[src/rtl/fetch_pkg.sv]
// Shared types and constants for the instruction fetch sequencer.
// FETCH_HALT_EN adds the S_HALT state used when a halt word is fetched.
package fetch_pkg;

  localparam int unsigned INS_W = 14;

  localparam logic [INS_W-1:0] HALT_WORD = 14'h3FFF;
  localparam logic [INS_W-1:0] VOID_WORD = '0;

  typedef enum logic [1:0] {
    S_ADDR,
    S_LOAD,
`ifdef FETCH_HALT_EN
    S_STROBE,
    S_HALT
`else
    S_STROBE
`endif
  } fetch_state_e;

endpackage

[src/rtl/fetch_pc.sv]
// Program counter with wrap-around increment, jump load and the pending
// jump-target latch (last request before consumption wins).
module fetch_pc
  import fetch_pkg::*;
#(
  parameter int unsigned PC_W         = 10,
  parameter int unsigned RESET_VECTOR = 0
) (
  input  logic            clk,
  input  logic            reset,
  input  logic            advance_i,
  input  logic            redirect_i,
  input  logic            jump_req_i,
  input  logic [PC_W-1:0] jump_addr_i,
  output logic [PC_W-1:0] pc_o,
  output logic            jump_active_c_o,
  output logic [PC_W-1:0] jump_target_c_o
);

  logic [PC_W-1:0] pc_q, pc_d;
  logic [PC_W-1:0] tgt_q, tgt_d;
  logic            pending_q, pending_d;

  // A live request overrides whatever target was latched earlier.
  assign jump_active_c_o = pending_q | jump_req_i;
  assign jump_target_c_o = jump_req_i ? jump_addr_i : tgt_q;
  assign pc_o            = pc_q;

  always_comb begin
    pc_d      = pc_q;
    tgt_d     = tgt_q;
    pending_d = pending_q;
    if (redirect_i) begin
      pc_d      = jump_target_c_o;
      pending_d = 1'b0;
    end else begin
      if (jump_req_i) begin
        pending_d = 1'b1;
        tgt_d     = jump_addr_i;
      end
      if (advance_i) begin
        pc_d = pc_q + PC_W'(1);
      end
    end
  end

  always_ff @(posedge clk or posedge reset) begin
    if (reset) begin
      pc_q      <= PC_W'(RESET_VECTOR);
      tgt_q     <= '0;
      pending_q <= 1'b0;
    end else begin
      pc_q      <= pc_d;
      tgt_q     <= tgt_d;
      pending_q <= pending_d;
    end
  end

endmodule

[src/rtl/instruction_fetch_sequencer.sv]
// Fetch FSM driving the ROM address and presenting words to the instruction
// register; FETCH_HALT_EN enables halting on HALT_WORD and the halted port.
module instruction_fetch_sequencer
  import fetch_pkg::*;
#(
  parameter int unsigned PC_W         = 10,
  parameter int unsigned RESET_VECTOR = 0
) (
  input  logic             clk,
  input  logic             reset,
  input  logic             stall,
  input  logic             jump_req,
  input  logic [PC_W-1:0]  jump_addr,
  output logic [PC_W-1:0]  rom_addr,
  input  logic [INS_W-1:0] rom_data,
  output logic [INS_W-1:0] ins_out,
  output logic             increment,
`ifdef FETCH_HALT_EN
  output logic             halted,
`endif
  output logic             is_void
);

  fetch_state_e     state_q;
  logic [INS_W-1:0] ins_out_q;
  logic             is_void_q;
  logic             increment_q;
  logic             jump_active_c;
  logic [PC_W-1:0]  jump_target_c;
  logic             advance_c;
  logic             redirect_c;

  assign advance_c = (state_q == S_LOAD) && !jump_active_c;
`ifdef FETCH_HALT_EN
  logic halted_q;
  assign halted     = halted_q;
  assign redirect_c = ((state_q == S_LOAD) || (state_q == S_HALT)) && jump_active_c;
`else
  assign redirect_c = (state_q == S_LOAD) && jump_active_c;
`endif

  fetch_pc #(
    .PC_W         (PC_W),
    .RESET_VECTOR (RESET_VECTOR)
  ) u_pc (
    .clk             (clk),
    .reset           (reset),
    .advance_i       (advance_c),
    .redirect_i      (redirect_c),
    .jump_req_i      (jump_req),
    .jump_addr_i     (jump_addr),
    .pc_o            (rom_addr),
    .jump_active_c_o (jump_active_c),
    .jump_target_c_o (jump_target_c)
  );

  assign ins_out   = ins_out_q;
  assign is_void   = is_void_q;
  assign increment = increment_q;

  // The strobe rises one edge after S_STROBE so ins_out has a full cycle of setup.
  always_ff @(posedge clk or posedge reset) begin
    if (reset) begin
      state_q     <= S_ADDR;
      ins_out_q   <= VOID_WORD;
      is_void_q   <= 1'b0;
      increment_q <= 1'b0;
`ifdef FETCH_HALT_EN
      halted_q    <= 1'b0;
`endif
    end else begin
      increment_q <= (state_q == S_STROBE);
      case (state_q)
        S_ADDR: begin
          if (!stall) state_q <= S_LOAD;
        end
        S_LOAD: begin
          if (jump_active_c) begin
            ins_out_q <= VOID_WORD;
            is_void_q <= 1'b1;
          end else begin
            ins_out_q <= rom_data;
            is_void_q <= 1'b0;
          end
          state_q <= S_STROBE;
        end
        S_STROBE: begin
`ifdef FETCH_HALT_EN
          if (!is_void_q && (ins_out_q == HALT_WORD)) begin
            state_q  <= S_HALT;
            halted_q <= 1'b1;
          end else begin
            state_q <= S_ADDR;
          end
        end
        S_HALT: begin
          if (jump_active_c) begin
            state_q  <= S_ADDR;
            halted_q <= 1'b0;
          end
`else
          state_q <= S_ADDR;
`endif
        end
        default: state_q <= S_ADDR;
      endcase
    end
  end

  logic unused_c;
  assign unused_c = ^jump_target_c;

endmodule

[config.mk]
export PLATFORM = sky130hd
export DESIGN_NAME = instruction_fetch_sequencer
export DESIGN_NICKNAME = d
export VERILOG_FILES = /design/src/rtl/fetch_pkg.sv /design/src/rtl/fetch_pc.sv /design/src/rtl/instruction_fetch_sequencer.sv
export SDC_FILE = /design/constraint.sdc
export NUM_CORES = 1
export LEC_CHECK = 0
export CAP_MARGIN = 30
export CELL_PAD_IN_SITES_DETAIL_PLACEMENT = 1
export CELL_PAD_IN_SITES_GLOBAL_PLACEMENT = 2
export CORE_MARGIN = 10
export CORE_UTILIZATION = 28
export DETAILED_ROUTE_END_ITERATION = 16
export PLACE_DENSITY_LB_ADDON = 0.08
export RECOVER_POWER = 25
export SLEW_MARGIN = 20
export SYNTH_ARGS = -nofsm -noshare
export SYNTH_HDL_FRONTEND = slang
export SYNTH_SLANG_ARGS = --single-unit
export TNS_END_PERCENT = 30
[constraint.sdc]
create_clock -name clk -period 2 [get_ports clk]
set_clock_uncertainty 0.05 [all_clocks]
set_input_delay 0.4 -clock clk [delete_from_list [all_inputs] [get_ports clk]]
set_output_delay 0.4 -clock clk [all_outputs]
set_load 0.005 [all_outputs]
==> impl_metrics.ini <==
[grt]
overflow = 0
grt_max_degree = 40
groute.usage.overall_pct = 10.75
grt_antenna_before_repair = 0
grt_first_pass_wirelength_um = 8659
grt_pass1_vias = 1665

[layout]
drive_above_1_share_pct = 15.53
nNetsFinal = 248
final_cell_mix = clkdlybuf4s50_1, dfrtp_1, a22o_1
area_growth_pct = 43.95
layout_commonest_cell = clkdlybuf4s50_1
n_antenna_cell = 0

[synthesis]
synthFlopType = dfrtp_1
yosysSeqAreaShare_pct = 55.83
synth.distinct_cells = 37
syn_inst = 157
syn_area_per_cell_um2 = 11.13
ys_warn_count = 0
syn-num-nets = 186
ys_async_sr_fraction_pct = 100.0
synth_edf_count = 0
synth_area_um2 = 1748
ys_ff_latch = 39

[route]
wire_per_inst_um = 17.81
drtIter0Drc = 46
vias_per_cell = 5.034
drt_wl_total_um = 5236
dr.pass1.iters = 4
ant_nets = 0
drc = 0
num_vias = 1480

[die]
initial_core_util_pct = 29.18
die_h_um = 99.01
die_area_um2 = 9803
fp.dieW_um = 99.01
rows = 28
io_pins = 54
core_um2 = 5991

[placed_design]
io_buffers = 53
hpwlAfterDp_um = 3886
gp_congestion = 0.7747

[outcome]
status = finished, final reports clean

[sta]
period_needed_ns = 1.775
rsz0062_at_grt = false
worstMarginPinSlew_ns = 1.015
maxSlewViolCount = 0
slew_headroom_pct = 32.34
hold_viol_final = 0
period_share_pct = 88.77
setup_tns_ns = 0
max_freq_mhz = 563.3
setup_violations = 0

[clock_network]
clockRootBuffer = clkbuf_8
cts_resized = 0
cts_max_path_buffers = 2
cts_num_sinks = 39
ctsHoldBuffers = 0
cts_buffers = 5
clkTransAtPathRegs_ns = 0.08
clk_latency_ns = 0.29
cts_tree = yes
cts-htree-levels = 2
cts_setup_buffers = 0

[run]
cap_viol_max_count = 0

[critical_path]
crit_path_end_kind = output port
crit_type = reg -> out
start_kind = register
cpPeakStageDelay_ns = 0.51
cp_top_family = buffers and inverters
path_buf_inv = 2
critPathArrivalTime_ns = 1.33
crit_chain = buf_4 -> clkdlybuf4s50_1
cp_data_required_time_ns = 1.55
crit_fanout = 8
slowest_stage = clkdlybuf4s50_1

[power_and_ir_drop]
p_per_area_nw_per_um2 = 1012
vdd_ir_drop_max_v = 0.0003194
total_power_uw = 2547
leakagePower_uw = 0.001087

[min_path]
hp-class = reg -> reg
[sequential cells by signal, indices dropped and copies added, names as in the netlist]
register,cells
increment,1
ins_out,14
u_pc.tgt_q,10
u_pc.pending_q,1
state_q,2
is_void,1
u_pc.pc_o,10
[kinds of logic (layout without fill, tap and decap cells)]
| kind of cell | after synthesis | in the layout | share of synthesized area, % |
|---|---|---|---|
| compound gates | 49 | 49 | 19.83 |
| simple gates | 42 | 42 | 12.81 |
| flops | 39 | 39 | 55.83 |
| buf+inv | 15 | 77 | 3.794 |
| mux | 11 | 11 | 7.015 |
| fa+ha+maj | 1 | 1 | 0.7157 |
[final cells by class]
cell class,instances,area (µm²)
flip-flops and latches,39,975.9
multi-input cells,103,705.7
well taps,75,93.84
repair buffers,66,638.1
fillers,661,3475
clock buffers,6,82.58
inverters,4,15.01
clock inverters,1,5.005
[stage by stage]
stage | cell area, µm² | hold WS, ns | util (%) | setup WS, ns | std cells
finish | 2516 | 0.4213 | 42.00 | 0.2246 | 294
floorplan | 1748 | 0.3627 | - | 0.4170 | 157
detailed placement | 2431 | 0.4016 | 40.58 | 0.08312 | 287
global route | 2516 | 0.4544 | 42.00 | 0.1528 | 294
global placement | 2431 | 0.3880 | 40.58 | 0.1351 | 287
CTS | 2519 | 0.4213 | 42.04 | 0.2034 | 294
[where the power goes]
group / leakage [µW] / switching, µW / total [µW] / internal (µW)
clock network: 0.0000470 / 276 / 547 / 271
registers: 0.000486 / 181 / 1150 / 966
logic: 0.000555 / 344 / 853 / 509
total: 0.00109 / 802 / 2550 / 1750
[synth_stat cells, drive strengths merged, types with 2 or more instances]
library cell   n  area [µm²]
a21o           2       15.01
a21oi         13       65.06
a22o          16       140.1
a22oi          2       15.01
and3           2       12.51
buf            4       25.02
clkbuf         7       26.28
dfrtp         39       975.9
inv            4       15.01
mux2          10       112.6
nand2          8       30.03
nand3          4       20.02
nand4          4       31.28
nor2          10       40.04
nor2b          5       31.28
nor3           2       10.01
o21ai          8       40.04
[final timing paths]
path / slack (ns) / endpoint / cells past startpoint / startpoint
worst min register to register: 0.42 / increment$_DFF_PP0_ / 1 / state_q[0]$_DFFE_PP0P_
max in group asynchronous: 0.46 / u_pc.pc_o[5]$_DFFE_PP0P_ / 3 / reset
min in group asynchronous: 0.82 / state_q[0]$_DFFE_PP0P_ / 3 / reset
worst max-delay path: 0.22 / rom_addr[2] / 2 / u_pc.pc_o[2]$_DFFE_PP0P_
worst max register to register: 0.25 / u_pc.pc_o[8]$_DFFE_PP0P_ / 4 / u_pc.pc_o[3]$_DFFE_PP0P_
worst min-delay path: 0.42 / increment$_DFF_PP0_ / 1 / state_q[0]$_DFFE_PP0P_
[per-layer routing]
metal	GRT usage [%]	up-vias	routed length, µm
li1	-	701	-
met1	12.25	729	2257
met2	17.79	46	2564
met3	4.818	4	384
met4	2.867	0	29
met5	0	-	0
(Power assumes the default switching activity.)
